### src/rtl/nn_pkg.sv
// Shared types and defaults for the generated network and its drivers.
// Layer generators and the driver take their default widths from here.
package nn_pkg;

    localparam int DEF_DW = 8;
    localparam int DEF_OW = 10;

    typedef enum logic [2:0] {
        IDLE,
        START,
        WAIT,
        SETTLE,
        OUT
    } nn_drv_state_t;

endpackage

### src/rtl/nn_wdog.sv
// Wait-cycle counter for the layer driver.
// Flags expiry once TIMEOUT-1 enabled cycles have elapsed since the last clear.
module nn_wdog #(
    parameter int TIMEOUT = 64
) (
    input  logic clk,
    input  logic rst_n,
    input  logic clear,
    input  logic enable,
    output logic expired
);

    localparam int CW = $clog2(TIMEOUT);

    logic [CW-1:0] count;

    always_ff @(posedge clk) begin
        if (!rst_n) begin
            count <= '0;
        end else if (clear) begin
            count <= '0;
        end else if (enable) begin
            count <= count + 1'b1;
        end
    end

    assign expired = (count == CW'(TIMEOUT - 1));

endmodule

### src/rtl/nn_layer_driver.sv
// Start/done initiator for the first layer of a generated network: accepts one
// sample, runs the layer once under a watchdog, and returns its output vector.
module nn_layer_driver
    import nn_pkg::*;
#(
    parameter int N_IN    = 1,
    parameter int N_OUT   = 4,
    parameter int DW      = DEF_DW,
    parameter int OW      = DEF_OW,
    parameter int TIMEOUT = 64
) (
    input  logic                clk,
    input  logic                rst_n,
    input  logic                in_valid,
    output logic                in_ready,
    input  logic [N_IN*DW-1:0]  in_data,
    output logic                l_start,
    input  logic                l_done,
    output logic [N_IN*DW-1:0]  l_in,
    input  logic [N_OUT*OW-1:0] l_out,
    output logic                res_valid,
    input  logic                res_ready,
    output logic [N_OUT*OW-1:0] res_data,
    output logic                busy,
    output logic                timeout_err
);

    // Both streams transfer on a rising edge where valid && ready. A producer
    // never drops valid or changes data until that transfer; ready may move freely.

    nn_drv_state_t       state;
    logic [N_IN*DW-1:0]  in_reg;
    logic                wdog_expired;

    nn_wdog #(
        .TIMEOUT(TIMEOUT)
    ) u_wdog (
        .clk    (clk),
        .rst_n  (rst_n),
        .clear  (state == START),
        .enable (state == WAIT),
        .expired(wdog_expired)
    );

    always_ff @(posedge clk) begin
        if (!rst_n) begin
            state       <= IDLE;
            in_reg      <= '0;
            l_start     <= 1'b0;
            res_valid   <= 1'b0;
            res_data    <= '0;
            timeout_err <= 1'b0;
        end else begin
            l_start <= 1'b0;
            case (state)
                IDLE: begin
                    if (in_valid) begin
                        in_reg      <= in_data;
                        timeout_err <= 1'b0;
                        l_start     <= 1'b1;
                        state       <= START;
                    end
                end
                START: begin
                    state <= WAIT;
                end
                WAIT: begin
                    // A done arriving on the final allowed cycle still counts.
                    if (l_done) begin
                        state <= SETTLE;
                    end else if (wdog_expired) begin
                        timeout_err <= 1'b1;
                        state       <= IDLE;
                    end
                end
                SETTLE: begin
                    // The layer's output register updates on the done edge, so sample one cycle later.
                    res_data  <= l_out;
                    res_valid <= 1'b1;
                    state     <= OUT;
                end
                OUT: begin
                    if (res_ready) begin
                        res_valid <= 1'b0;
                        state     <= IDLE;
                    end
                end
                default: begin
                    state <= IDLE;
                end
            endcase
        end
    end

    assign l_in     = in_reg;
    assign in_ready = (state == IDLE);
    assign busy     = (state != IDLE);

endmodule

### config.mk
export PLATFORM = sky130hd
export DESIGN_NAME = nn_layer_driver
export DESIGN_NICKNAME = d
export VERILOG_FILES = /design/src/rtl/nn_pkg.sv /design/src/rtl/nn_wdog.sv /design/src/rtl/nn_layer_driver.sv
export SDC_FILE = /design/constraint.sdc
export NUM_CORES = 1
export LEC_CHECK = 0
export CORE_ASPECT_RATIO = 1.5
export CORE_MARGIN = 4
export CORE_UTILIZATION = 45
export DETAILED_ROUTE_END_ITERATION = 16
export PLACE_DENSITY = 0.85
export SLEW_MARGIN = 20
export SYNTH_ARGS = -nofsm -noshare
export SYNTH_HDL_FRONTEND = slang
export SYNTH_SLANG_ARGS = --single-unit
### constraint.sdc
create_clock -name clk -period 4.1 [get_ports clk]
set_input_delay 0.82 -clock clk [delete_from_list [all_inputs] [get_ports clk]]
set_output_delay 0.82 -clock clk [all_outputs]
set_load 0.005 [all_outputs]
* Yosys cells after proc, flatten, opt, wreduce, memory -nomap -nowiden
Cells that the tools add are included.
** Word-level totals
- Bits in registers :: 60
- Bits of input ports :: 53
- Output and inout port bits :: 53
** Operators by class
- Add/subtract/negate cells :: 1
- Eq/ne operators :: 10
- Mux-type cells :: 12
- Bitwise logic cells :: 1
- Reductions and logical operators :: 10
** Operator list (number)
- $pmux W3 S5 :: 1
- $mux W3 :: 4
- $ne A2 B2 Y1 const B :: 4
- $add A6 B1 Y6 const B :: 1
- $eq A3 B2 Y1 const B :: 2
- $eq A6 B6 Y1 const B :: 1
- $reduce_and A2 Y1 :: 3
- $mux W1 :: 5
- $pmux W1 S2 :: 2
- $reduce_and A4 Y1 :: 1
- $reduce_bool A2 Y1 :: 2
- $eq A3 B1 Y1 const B :: 1
- $eq A3 B3 Y1 const B :: 1
- $logic_not A3 Y1 :: 1
- $ne A3 B3 Y1 const B :: 1
- $reduce_and A3 Y1 :: 1
- $reduce_bool A3 Y1 :: 1
- $reduce_or A2 Y1 :: 1
- $not A1 Y1 :: 1

* Longest topological paths before layout
- Word-level depth :: 4
- Gate-level depth with buffers :: 6

* Modules after synthesis
Synthesis repeated with hierarchy kept, for this count alone.
** Unflattened totals
- Cell total of the unflattened synthesis :: 275
- Area, all modules :: 2303.5 µm²
** By module, submodules not included
- nn_layer_driver :: instances 1, cells each 247, area an instance 2045.7 µm², seq. area each 1081.0 µm²
- nn_wdog :: instances 1, cells each 28, area an instance 257.7 µm², seq. area each 120.1 µm²

* Worst setup path before layout
Ideal clock, no wire load.
- Path type :: input to register
- Start point :: input port in_valid
- End point :: register timeout_err
- Library setup time :: 0.118 ns
- Arrival time :: 1.579 ns
- Slack :: 2.403 ns
- Stages on the path :: 4
- Buffers on the path :: 1
- Cell sequence :: or4b_1 buf_2 a32oi_1 nor2b_1
** On the way
- Word-level cells in the longest chain between the ends :: 2
** RTL lines
- start, declared :: line nn_layer_driver.sv:14 : input logic in_valid,
- $ne A2 B2 Y1 (no source line)
- $reduce_and A4 Y1 (no source line)
- end signal, assigned :: line nn_layer_driver.sv:52 : timeout_err <= 1'b0;
- end signal, assigned :: line nn_layer_driver.sv:59 : timeout_err <= 1'b0;
- end signal, assigned :: line nn_layer_driver.sv:72 : timeout_err <= 1'b1;
- end, declared :: line nn_layer_driver.sv:25 : output logic timeout_err
No other way between the ends.
A chain may end at the register's enable or synchronous reset.

* Worst setup path after layout
- Start point :: register state[2]
- End point :: output port in_ready
** On the way
- Word-level cells in the longest chain between the ends :: 1
** RTL lines
- start, declared :: line nn_layer_driver.sv:31 : nn_drv_state_t state;
- start signal, assigned :: line nn_layer_driver.sv:47 : state <= IDLE;
- start signal, assigned :: line nn_layer_driver.sv:61 : state <= START;
- start signal, assigned :: line nn_layer_driver.sv:65 : state <= WAIT;
- $logic_not A3 Y1 :: line nn_layer_driver.sv:96 : assign in_ready = (state == IDLE);
- end, declared :: line nn_layer_driver.sv:15 : output logic in_ready,
No other way between the ends.

==> results by group <==
Outcome
  • Outcome: complete, no violations

Setup path
  • Cell at the slowest stage of the critical path: dfxtp_1
  • Worst R2R Start: state[0]$_SDFFE_PN0P_
  • Crit path capture: in_ready
  • CP peak stage delay: 0.51 ns
  • CP Launch Type: register
  • Cell family with most CP delay: buffers and inverters
  • CP max FO: 17
  • Worst Path Required: 3.28 ns
  • Register-to-Register Path Depth: 4
  • Reg2reg end: res_data[0]$_SDFFE_PN0P_
  • Critical path startpoint: state[2]$_SDFFE_PN0P_
  • Worst Path Buf+Inv: 2
  • Setup slack, reg-to-reg: 2.10 ns
  • Arrival @ worst endpoint: 1.90 ns
  • Crit end category: primary output
  • Worst path depth: 3
  • Critical path type: register to primary output
  • Cells along the critical path: or3_1 > inv_1 > clkdlybuf4s50_1

Placed design
  • Routability cong.: 0.7832
  • IO buf count: 105
  • DPL Wire Length: 4248 um

Clock network
  • Clk sink count: 60
  • H-tree depth: 3
  • CTS root buf: clkbuf_8
  • Clock Latency Late Sink: 0.33 ns
  • Hold buffers post-CTS: 0
  • Post-CTS Setup Bufs: 0
  • Clock transition at path regs: 0.06 ns
  • CTS tree: built
  • Post-CTS Resized: 0
  • Inserted Clock Buffers: 9
  • Clock Path Buffers: 2

Finish
  • Fin nets: 431
  • Area Growth Syn to Fin: 52.40%
  • Most frequent cells in the layout: clkdlybuf4s50_1 (105), nand2_1 (98), dfxtp_1 (60), a21boi_1 (48), clkbuf_8 (11)
  • Most common cell after layout, fill and taps aside: clkdlybuf4s50_1
  • N_diodes: 0
  • Share of layout cells above drive strength 1: 6.021%
  • Utilization after layout: 71.44%

Yosys
  • Synth Flop Type: dfxtp_1
  • Warnings, synthesis: 0
  • Synth top area cells: dfxtp_1 (50%), nand2_1 (15%), a21boi_1 (15%)
  • FFs w/ async S/R, synth: 0%
  • Share of the synthesized area in the top cell type: 49.61%
  • Syn Area/Cell: 8.709 um2
  • Yosys reg bits: 60
  • Number of flops mapped to enable cells by yosys: 0
  • Post-synth top area cell: dfxtp_1
  • Mapped cell area: 2421 um2
  • Mapped Cells: 278
  • Synthesized Nets: 332
  • Sequential-to-total area share from yosys stat: 49.61%
  • Post-synth cell types: 44

STA
  • Final slew viol count: 0
  • Min Tclk post-route: 2.722 ns
  • Final period utilization: 66.39%
  • Fin Setup TNS: 0 ns
  • Setup violators final: 0
  • Final Hold Viols: 0
  • Slew @ Worst Pin: 0.8265 ns
  • F_max: 367.4 MHz
  • Clk_skew: 0.005380 ns
  • Max_slew headroom: 44.72%
  • RSZ-0062 raised after global routing: no
  • WHS: 0.4504 ns

Routing
  • Vias/cell: 4.933
  • Final ANT Viol Nets: 0
  • Final WL: 5939 um
  • Detailed-route wire length per cell: 13.20 um
  • Initial DRC Count: 153
  • DRC Markers: 0
  • TritonRoute pass-1 iters: 4
  • DR vias: 2220

Global route
  • GR Util All Layers: 19.38%
  • Initial antenna violation count: 0
  • Vias in the first global route: 2235
  • First-pass GRT wire length: 9936 um
  • Largest net degree at the start of global routing: 41
  • GRT Residual Overflow: 0

Die
  • DIE HEIGHT: 97.84 um
  • # rows: 32
  • I/O Pins: 106
  • Core area: 5165 um2
  • DIE WIDTH: 67.89 um
  • Die ar.: 6642 um2
  • Initial core utilization: 46.87%

Power
  • Switching power: 0.3426 mW
  • Clk pwr share: 37.9%
  • Flop pwr share: 46.3%
  • Power per cell area: 380.4 nW/um2
  • Switching share of power: 24.40%
  • Leak: 1.281 nW
  • Internal power: 1.061 mW
  • Worst VDD drop: 0.3103 mV
  • Logic pwr share: 15.8%

Min path
  • Min-delay worst type: register to register

Job
  • Max_cap viols: 0
registers in the layout, summed over array words and instances (netlist names):
signal and count:
l_start 1, res_valid 1, res_data 40, timeout_err 1, u_wdog.count 6, l_in 8
state 3
Yosys cell counts, types with 2 or more instances:
master    count
dfxtp_1      60
inv_1         4
clkbuf_1      7
or3_1         2
a21boi_1     48
buf_4         2
o21ai_1       2
xnor2_1       3
a21oi_1       4
and2_1        2
buf_2         8
nor2_1        3
buf_1         3
nand2_1      98
o31ai_1       3
worst reg2reg max path, delay by kind of cell (launching register included):
kind            cells  cell delay (ns)
compound gates      1             0.13
simple gates        2             0.68
buf+inv             1             0.37
flops               1             0.74
per-stage QoR:
step / worst slack [ns] / cell area, um2 / instances / power (mW)
after floorplan: 2.403 / 2421 / 278 / 0.7627
after global placement: 1.575 / 3487 / 434 / 0.8812
after detailed placement: 1.532 / 3487 / 434 / 0.8857
after CTS: 1.366 / 3690 / 450 / 1.420
after global routing: 1.257 / 3690 / 450 / 1.471
final: 1.378 / 3690 / 450 / 1.404
power by group through the flow:
| stage | Sequential [mW] | Combinational (mW) | Clock [mW] |
|---|---|---|---|
| 3_3_place_gp | 0.661 | 0.220 | 0 |
| 4_1_cts | 0.650 | 0.225 | 0.546 |
| 2_1_floorplan | 0.642 | 0.120 | 0 |
| 6_report | 0.651 | 0.221 | 0.532 |
| 5_1_grt | 0.656 | 0.245 | 0.571 |
| 3_5_place_dp | 0.663 | 0.223 | 0 |
per-layer routing:
metal	vias up	wire, um	global-route usage [%]
li1	1125	-	-
met1	1026	2384	21.31
met2	65	3102	33.68
met3	4	419	6.904
met4	0	33	6.279
met5	-	0	0
cells by family (layout without fill, tap and decap cells):
group | count (synthesis) | count (layout) | synth area share, %
adders and majority gates | 1 | 1 | 0.5167
buffers and inverters | 25 | 129 | 4.599
AOI/OAI and AO/OA | 65 | 65 | 19.95
and+or+nand+nor | 122 | 122 | 23.36
DFF | 60 | 60 | 49.61
muxes | 2 | 2 | 0.8785
xor gates and xnor gates | 3 | 3 | 1.085
worst min-delay path by stage:
stage	end	cells past startpoint	slack [ns]	startpoint
2_1_floorplan	l_in[0]$_SDFFE_PN0P_	2	0.45	l_in[0]$_SDFFE_PN0P_
3_3_place_gp	res_data[28]$_SDFFE_PN0P_	2	0.44	res_data[28]$_SDFFE_PN0P_
3_5_place_dp	res_data[27]$_SDFFE_PN0P_	2	0.44	res_data[27]$_SDFFE_PN0P_
4_1_cts	res_data[27]$_SDFFE_PN0P_	2	0.45	res_data[27]$_SDFFE_PN0P_
5_1_grt	res_data[5]$_SDFFE_PN0P_	2	0.47	res_data[5]$_SDFFE_PN0P_
6_report	res_data[27]$_SDFFE_PN0P_	2	0.45	res_data[27]$_SDFFE_PN0P_
area by class of cell:
| cell class | instances | area [um2] |
|---|---|---|
| clock buffer | 12 | 155.1 |
| fill | 394 | 1475 |
| inverter | 5 | 18.77 |
| clock inverter | 4 | 47.55 |
| timing repair buffer | 108 | 1074 |
| sequential | 60 | 1201 |
| tap | 68 | 85.08 |
| multi-input combinational | 193 | 1109 |
(Power assumes the default switching activity.)
